`src/rtl/ps2_keycode_rx_pkg.sv`:
```
// Shared keycode constants, receive-state encoding and frame parity helper
// for the PS/2 keypad receiver.
package ps2_keycode_rx_pkg;

  localparam logic [7:0] KP_INVALID      = 8'h00;
  localparam logic [7:0] KP_KEY_RELEASED = 8'hF0;
  localparam logic [7:0] KP_EXTENDED     = 8'hE0;

  localparam logic [7:0] KP_0     = 8'h70;
  localparam logic [7:0] KP_1     = 8'h69;
  localparam logic [7:0] KP_2     = 8'h72;
  localparam logic [7:0] KP_3     = 8'h7A;
  localparam logic [7:0] KP_4     = 8'h6B;
  localparam logic [7:0] KP_5     = 8'h73;
  localparam logic [7:0] KP_6     = 8'h74;
  localparam logic [7:0] KP_7     = 8'h6C;
  localparam logic [7:0] KP_8     = 8'h75;
  localparam logic [7:0] KP_9     = 8'h7D;
  localparam logic [7:0] KP_STAR  = 8'h7C;
  localparam logic [7:0] KP_MINUS = 8'h7B;

  typedef enum logic [2:0] {
    ST_IDLE    = 3'd0,
    ST_DATA    = 3'd1,
    ST_PARITY  = 3'd2,
    ST_STOP    = 3'd3,
    ST_DELIVER = 3'd4
  } rx_state_t;

  // Odd parity: data bits plus parity bit must hold an odd number of ones.
  function automatic logic frame_parity_ok(input logic [7:0] data, input logic par);
    return ^{data, par};
  endfunction

endpackage

```
`src/rtl/ps2_keycode_rx_sync.sv`:
```
// Two-flop synchronizer for a raw PS/2 line with falling-edge detection
// on the synchronized value.
module ps2_sync (
  input  logic clk,
  input  logic reset,
  input  logic async_in,
  output logic sync_out,
  output logic fall
);

  logic meta;
  logic sync_q;
  logic sync_prev;

  always_ff @(posedge clk or posedge reset) begin
    if (reset) begin
      meta      <= 1'b1;
      sync_q    <= 1'b1;
      sync_prev <= 1'b1;
    end else begin
      meta      <= async_in;
      sync_q    <= meta;
      sync_prev <= sync_q;
    end
  end

  assign sync_out = sync_q;
  assign fall     = sync_prev & ~sync_q;

endmodule

```
`src/rtl/ps2_keycode_rx.sv`:
```
// PS/2 keyboard frame receiver producing a registered keycode stream with
// break-code handling and a timed hold of released-key codes.
module ps2_keycode_rx
  import ps2_keycode_rx_pkg::*;
#(
  parameter logic [15:0] TIMEOUT_CYCLES      = 16'd50000,
  parameter logic [7:0]  RELEASE_HOLD_CYCLES = 8'd16
) (
  input  logic       clk,
  input  logic       reset,
  input  logic       ps2_clk,
  input  logic       ps2_data,
  output logic [7:0] key,
  output logic       key_valid,
  output logic       parity_error,
  output logic       frame_error,
  output logic [3:0] debug_state_out
);

  logic ps2_fall;
  logic clk_s;
  logic data_s;

  ps2_sync u_sync_clk (
    .clk      (clk),
    .reset    (reset),
    .async_in (ps2_clk),
    .sync_out (clk_s),
    .fall     (ps2_fall)
  );

  ps2_sync u_sync_data (
    .clk      (clk),
    .reset    (reset),
    .async_in (ps2_data),
    .sync_out (data_s),
    .fall     ()
  );

  rx_state_t   state, state_next;
  logic [2:0]  bit_count;
  logic [7:0]  shift;
  logic        parity_bit;
  logic [15:0] tmo_cnt;
  logic        timeout;
  logic        pe_next, fe_next;
  logic        break_pending;
  logic [7:0]  hold_cnt;
  logic        clk_s_unused;

  assign clk_s_unused = clk_s;
  assign timeout = (state != ST_IDLE) && !ps2_fall && (tmo_cnt == TIMEOUT_CYCLES - 16'd1);
  assign debug_state_out = {1'b0, state};

  always_comb begin
    state_next = state;
    pe_next    = 1'b0;
    fe_next    = 1'b0;
    case (state)
      ST_IDLE: begin
        if (ps2_fall) begin
          if (data_s) fe_next = 1'b1;
          else        state_next = ST_DATA;
        end
      end
      ST_DATA: begin
        if (ps2_fall) begin
          if (bit_count == 3'd7) state_next = ST_PARITY;
        end else if (timeout) begin
          fe_next    = 1'b1;
          state_next = ST_IDLE;
        end
      end
      ST_PARITY: begin
        if (ps2_fall) begin
          state_next = ST_STOP;
        end else if (timeout) begin
          fe_next    = 1'b1;
          state_next = ST_IDLE;
        end
      end
      ST_STOP: begin
        // A bad parity masks a simultaneous bad stop bit.
        if (ps2_fall) begin
          if (!frame_parity_ok(shift, parity_bit)) begin
            pe_next    = 1'b1;
            state_next = ST_IDLE;
          end else if (!data_s) begin
            fe_next    = 1'b1;
            state_next = ST_IDLE;
          end else begin
            state_next = ST_DELIVER;
          end
        end else if (timeout) begin
          fe_next    = 1'b1;
          state_next = ST_IDLE;
        end
      end
      ST_DELIVER: state_next = ST_IDLE;
      default:    state_next = ST_IDLE;
    endcase
  end

  always_ff @(posedge clk or posedge reset) begin
    if (reset) begin
      state        <= ST_IDLE;
      bit_count    <= '0;
      shift        <= '0;
      parity_bit   <= 1'b0;
      tmo_cnt      <= '0;
      parity_error <= 1'b0;
      frame_error  <= 1'b0;
    end else begin
      state        <= state_next;
      parity_error <= pe_next;
      frame_error  <= fe_next;
      if (ps2_fall) begin
        case (state)
          ST_IDLE:   bit_count <= '0;
          ST_DATA: begin
            shift     <= {data_s, shift[7:1]};
            bit_count <= bit_count + 3'd1;
          end
          ST_PARITY: parity_bit <= data_s;
          default:   ;
        endcase
      end
      if (state == ST_IDLE || ps2_fall) tmo_cnt <= '0;
      else                              tmo_cnt <= tmo_cnt + 16'd1;
    end
  end

  // The extended prefix is swallowed without disturbing a running hold.
  always_ff @(posedge clk or posedge reset) begin
    if (reset) begin
      key           <= KP_INVALID;
      key_valid     <= 1'b0;
      break_pending <= 1'b0;
      hold_cnt      <= '0;
    end else begin
      key_valid <= 1'b0;
      if (state == ST_DELIVER && shift != KP_EXTENDED) begin
        key       <= shift;
        key_valid <= 1'b1;
        if (shift == KP_KEY_RELEASED) begin
          break_pending <= 1'b1;
          hold_cnt      <= '0;
        end else if (break_pending) begin
          break_pending <= 1'b0;
          hold_cnt      <= RELEASE_HOLD_CYCLES;
        end else begin
          hold_cnt <= '0;
        end
      end else if (hold_cnt != '0) begin
        hold_cnt <= hold_cnt - 8'd1;
        if (hold_cnt == 8'd1) key <= KP_INVALID;
      end
    end
  end

endmodule

```
`config.mk`:
```
export PLATFORM = sky130hd
export DESIGN_NAME = ps2_keycode_rx
export DESIGN_NICKNAME = d
export VERILOG_FILES = /design/src/rtl/ps2_keycode_rx_pkg.sv /design/src/rtl/ps2_keycode_rx_sync.sv /design/src/rtl/ps2_keycode_rx.sv
export SDC_FILE = /design/constraint.sdc
export NUM_CORES = 1
export LEC_CHECK = 0
export ABC_AREA = 1
export ABC_CLOCK_PERIOD_IN_PS = 2400
export CORE_MARGIN = 2
export CORE_UTILIZATION = 55
export DETAILED_ROUTE_END_ITERATION = 6
export DONT_BUFFER_PORTS = 1
export PLACE_DENSITY = 0.68
export SKIP_LAST_GASP = 1
export SYNTH_ARGS = -nofsm -noshare
export SYNTH_HDL_FRONTEND = slang
export SYNTH_SLANG_ARGS = --single-unit
```
`constraint.sdc`:
```
create_clock -name clk -period 2.4 [get_ports clk]
set_clock_uncertainty 0.05 [all_clocks]
set_input_delay 0.48 -clock clk [delete_from_list [all_inputs] [get_ports clk]]
set_output_delay 0.48 -clock clk [all_outputs]
set_load 0.01 [all_outputs]
```
# Yosys cells after proc, flatten, opt, wreduce, memory -nomap -nowiden
# Index checks and enable logic that the tools add are counted.
# totals
regBits	56
latchBits	0
mem_bits_rw	0
rom_bits	0
elab_cells	83
n_memories	0
# classes
addsub	3
multipliers	0
n_div	0
magnitude_cmp	0
eq_ne	12
shift	0
mux	32
bitwise	2
reduce_logical	18
# ops
cell	n
2-to-1 mux 8 bit	5
2-to-1 mux 3 bit	9
adder 16 x 1 -> 16 bit, second input constant	1
equality test 16 bit, second input constant	1
2-to-1 mux 16 bit	1
2-to-1 mux 1 bit	12
case mux 3 bit (4 select lines)	1
2-to-1 mux 5 bit	2
XOR reduction 9 bit	1
equality test 8 x 1 -> 1 bit, second input constant	1
equality test 8 bit, second input constant	1
inequality test 8 bit, second input constant	1
AND reduction 2 bit	4
nonzero test 8 bit	1
subtractor 8 x 1 -> 8 bit, second input constant	1
equality test 3 x 2 -> 1 bit, second input constant	2
equality test 3 bit, second input constant	2
case mux 3 bit (2 select lines)	1
nonzero test 2 bit	3
inequality test 2 bit, second input constant	2
adder 3 x 1 -> 3 bit, second input constant	1
equality test 3 x 1 -> 1 bit, second input constant	1
logical AND 1 bit	3
logical NOT 3 bit	1
other kinds (9)	9

# Logic depth before layout (Yosys ltp)
# depth
depth_word	8
mapped_depth	11

# Cells and area by module
# Synthesis repeated with hierarchy kept, for this count alone.
# hier_totals
hier_cells	337
hier_area_um2	2877.8
# modules_own_cells
mod	n_inst	cells_each	area_each_um2	seq_area_each_um2
ps2_keycode_rx	1	325	2692.6	1276.2
ps2_sync	2	6	92.6	78.8

# Worst setup path before layout
# No wires, ideal clock.
# synth_path
path_kind	reg-to-reg
startpoint	reg hold_cnt[0]
endpoint	reg hold_cnt[7]
setup_ns	0.123
arrival_ns	1.254
required_time_ns	2.227
path_slack_ns	0.973
path_stages_with_launch	9
path_buffers	0
path_cell_list	dfrtp_1 -> inv_1 -> ha_1 -> nand2_2 -> nor2_4 -> nor2_1 -> nand3_1 -> o21ai_0 -> a21oi_1
# synth_between
elab_chain_len	3
word_cells_on_any_way	5
# synth_lines
element	line_no	rtl
start, declared	ps2_keycode_rx.sv:48	logic [7:0] hold_cnt;
start signal, assigned	ps2_keycode_rx.sv:155	hold_cnt <= hold_cnt - 8'd1;
subtractor 8 x 1 -> 8 bit	ps2_keycode_rx.sv:155	
2-to-1 mux 8 bit	ps2_keycode_rx.sv:154	end else if (hold_cnt != '0) begin
2-to-1 mux 8 bit	ps2_keycode_rx.sv:142	if (state == ST_DELIVER && shift != KP_EXTENDED) begin
# Parallel ways exist; a longest one is shown, timed or not. The select of a mux whose other input is x is not followed.
# A chain may end at the register's enable or synchronous reset.

# Worst setup path in the final report
# layout_path
startpoint	reg state[2]
endpoint	reg state[0]
# layout_between
elab_chain_len	6
word_cells_on_any_way	16
# layout_lines
element	line_no	rtl
start, declared	ps2_keycode_rx.sv:40	rx_state_t state, state_next;
start signal, assigned	ps2_keycode_rx.sv:114	state <= state_next;
nonzero test 3 bit	ps2_keycode_rx.sv:52	assign timeout = (state != ST_IDLE) && !ps2_fall && (tmo_cnt == TIMEOUT_CYCLES - 16'd1);
logical AND 1 bit (2 in a row)	ps2_keycode_rx.sv:52	
2-to-1 mux 3 bit	-	
2-to-1 mux 3 bit (on tied branches)	-	
case mux 3 bit (4 select lines)	ps2_keycode_rx.sv:59	case (state)
# Parallel ways exist; a longest one is shown, timed or not.

==> summary.md <==
| Metric | Value |
|---|---|
| Cell count after placement | 416 |
| Syn nets | ~360 |
| Post-synthesis sequential area ratio | 0.4923 |
| I/O Buffers | 0 |
| Post-synth top area share | 0.4464 |
| Antenna Nets Post-Route | 0 |
| Largest net degree at the start of global routing | 32 |
| Final hold viol count | 0 |
| Maxcap violations | 0 |
| Path type of the worst min-delay path | primary input to asynchronous set/reset pin |
| Vias after detailed routing | around 2100 |
| CTS buffer count | 5 |
| Top cells by area, synth | dfrtp_1 (45%), nand2_1 (9.6%), inv_1 (8.0%) |
| Max-slew violations | 0 |
| Final #Nets | ~360 |
| Crit share post-route | 0.7267 |
| Pre-CTS setup slack | 0.6451 ns |
| Starting Density | 0.5634 |
| Final GP Congestion | about 0.89 |
| Syn Inst Count | approximately 350 |
| Clk_lat worst skew | a little over 0.3 ns |
| Die Width | about 76 um |
| Number of synthesized flops with an enable pin | 0 |
| GRT Total Usage | 0.1963 |
| Crit path DAT | 1.90 ns |
| FF-to-FF End | state[0]$_DFFE_PP0P_ |
| P&R area growth vs syn | 5.777% |
| Final cell count without fillers | 424 |
| Cell type with the largest total area after synthesis | dfrtp_1 |
| Tmin final | between 1.5 and 2 ns |
| Drt total wl | a little over 5 mm |
| Remaining DRCs | 0 |
| Static Leak | roughly 1.5 nW |
| Yosys warns | 0 |
| 1st-iter DRT viols | 143 |
| Status | finished clean |
| Number of cell rows | 26 |
| Synth Register Bits | between 50 and 60 |
| Yosys cell types | 39 |
| HPWL after DPL | roughly 3.8 mm |
| Clk pin slew, worst setup/hold paths | roughly 0.10 ns |
| WL/cell | between 10 and 15 um |
| Sequential Area | ~1400 um^2 |
| Vias in the first global route | just over 2000 |
| N_diodes | 0 |
| Peak supply drop | 0.3660 mV |
| Primary FF master, synth | dfrtp_1 |
| CP endpoint kind | flip-flop |
| Startpoint Class | flip-flop |
| RSZ-0062 raised after global routing | no |
| Slew headroom | 0.6225 |
| Setup TNS | 0 ns |
| Final setup fails | 0 |
| Core area | between 5000 and 6000 um^2 |
| Synth async-reset ratio | 1.000 |
| CTS tree | built |
| Reg-to-Reg Start | state[2]$_DFFE_PP0P_ |
| Synth Area per Inst | just over 8 um^2 |
| Worst-margin pin slew | 0.5654 ns |
| Chip Height | 76.10 um |
| Post-CTS Setup Inserts | 0 |
| GRT overflow | 0 |
| First-pass GRT wire length | just over 9 mm |
| Area of the multi-input gates | ~1200 um^2 |
| Filler cells | roughly 490 |
| Worst Slack Setup Final | approximately 0.66 ns |
| I/O Pins | 19 |
| CTS resizes | 0 |
| Root buffer cell | clkbuf_8 |
| Post-Synthesis Cell Area | 2859 um^2 |
| Drt pass-1 iters | 6 |
| Pwr/cell area | around 920 nW/um^2 |
| Fmax | approximately 570 MHz |
| R2R Setup Slk | roughly 0.66 ns |
| Die area | 5791 um^2 |
| FF-to-FF path depth | 9 |
| Max Root-Sink Buffers | 2 |
| Initial antenna violation count | 0 |
| # hold bufs at CTS | 0 |
| Drt via density | a little over 5 |
| Critical path type | flip-flop to flip-flop |
| Layout cells sized above 1 | 0.1271 |
| Sink Count | 56 |
| Final Power | around 2.8 mW |
| Required time of the worst setup path | 2.55 ns |
| H-tree Lvls | 2 |
| Worst-path fanout max | 11 |
## report_power, final
part	switching, mW	internal [mW]
logic	0.576	0.340
registers	0.188	1.14
clock network	0.301	0.231
## logic make-up after synthesis
group,count (synthesis),synth area share
compound gates,58,0.1195
xor+xnor,5,0.01532
fa+ha+maj,5,0.02188
buf+inv,71,0.1037
flops,56,0.4923
other cells,1,0.001312
simple gates,153,0.2460
## synth_stat cells, drive strengths merged, types with 3 or more instances
| cell | n |
|---|---|
| a21oi | 18 |
| nor2 | 39 |
| ha | 5 |
| inv | 65 |
| a31oi | 3 |
| dfrtp | 51 |
| xor2 | 4 |
| o22ai | 7 |
| nor3 | 12 |
| buf | 5 |
| dfstp | 5 |
| o21ai | 27 |
| nand3 | 17 |
| nand2 | 80 |
## worst max-delay path by stage
| stage | startpoint | endpoint | slack, ns |
|---|---|---|---|
| after floorplan | reset | bit_count[0]$_DFFE_PP0P_ | 0.51 |
| after global placement | state[2]$_DFFE_PP0P_ | state[0]$_DFFE_PP0P_ | 0.70 |
| after detailed placement | state[2]$_DFFE_PP0P_ | state[0]$_DFFE_PP0P_ | 0.65 |
| after CTS | state[2]$_DFFE_PP0P_ | state[0]$_DFFE_PP0P_ | 0.64 |
| after global routing | state[2]$_DFFE_PP0P_ | state[0]$_DFFE_PP0P_ | 0.48 |
| final | state[2]$_DFFE_PP0P_ | state[0]$_DFFE_PP0P_ | 0.66 |
## through the flow
stage / hold slack (ns) / util / area [um^2]
2_1_floorplan: 0.2952 / - / 2859
3_3_place_gp: 0.2960 / 0.5777 / 2932
3_5_place_dp: 0.2996 / 0.5777 / 2932
4_1_cts: 0.05945 / 0.5959 / 3024
5_1_grt: 0.08763 / 0.5959 / 3024
6_report: 0.04060 / 0.5959 / 3024
## flip-flops by register name (all words and copies together), names as in the netlist, 3 cells and up
| signal | cells |
|---|---|
| bit_count | 3 |
| hold_cnt | 8 |
| key | 8 |
| shift | 8 |
| state | 3 |
| tmo_cnt | 16 |
## routing by layer
metal	global-route usage	vias up	wire length, um
li1	-	1104	-
met1	0.2713	976	2512
met2	0.3179	47	2406
met4	0.06182	0	68
met5	0	-	0
met3	0.03555	7	196
## cell usage in the layout, fill, tap and decap left out, types with 5 or more instances in the layout
master	synthesis	routed
clkbuf_8	0	6
nand3_1	16	16
dfstp_2	5	5
nand2_1	73	73
dfrtp_1	51	51
o21ai_0	24	24
a21oi_1	14	14
nor2_1	33	33
nand2_2	6	6
nor3_1	9	9
inv_1	61	60
o22ai_1	7	7
ha_1	5	5
## critical path, stage by stage, from the launching register on
cell,delay (ns)
dfrtp_1,0.55
inv_2,0.09
a21oi_2,0.43
nand3_2,0.20
nand2_1,0.09
nand2_1,0.05
nand2_1,0.05
nand2_1,0.04
nand2_1,0.05
nand2_1,0.04
## cell type report
cell class / instances / share of cell area
Timing Repair Buffer: 2 / 0.009102
Clock buffer: 6 / 0.02731
Sequential cell: 56 / 0.4655
Clock inverter: 2 / 0.003310
Multi-Input combinational cell: 222 / 0.3819
Tap cell: 70 / 0.02896
Inverter: 66 / 0.08399
No activity file was read; power rests on OpenSTA's default activity.
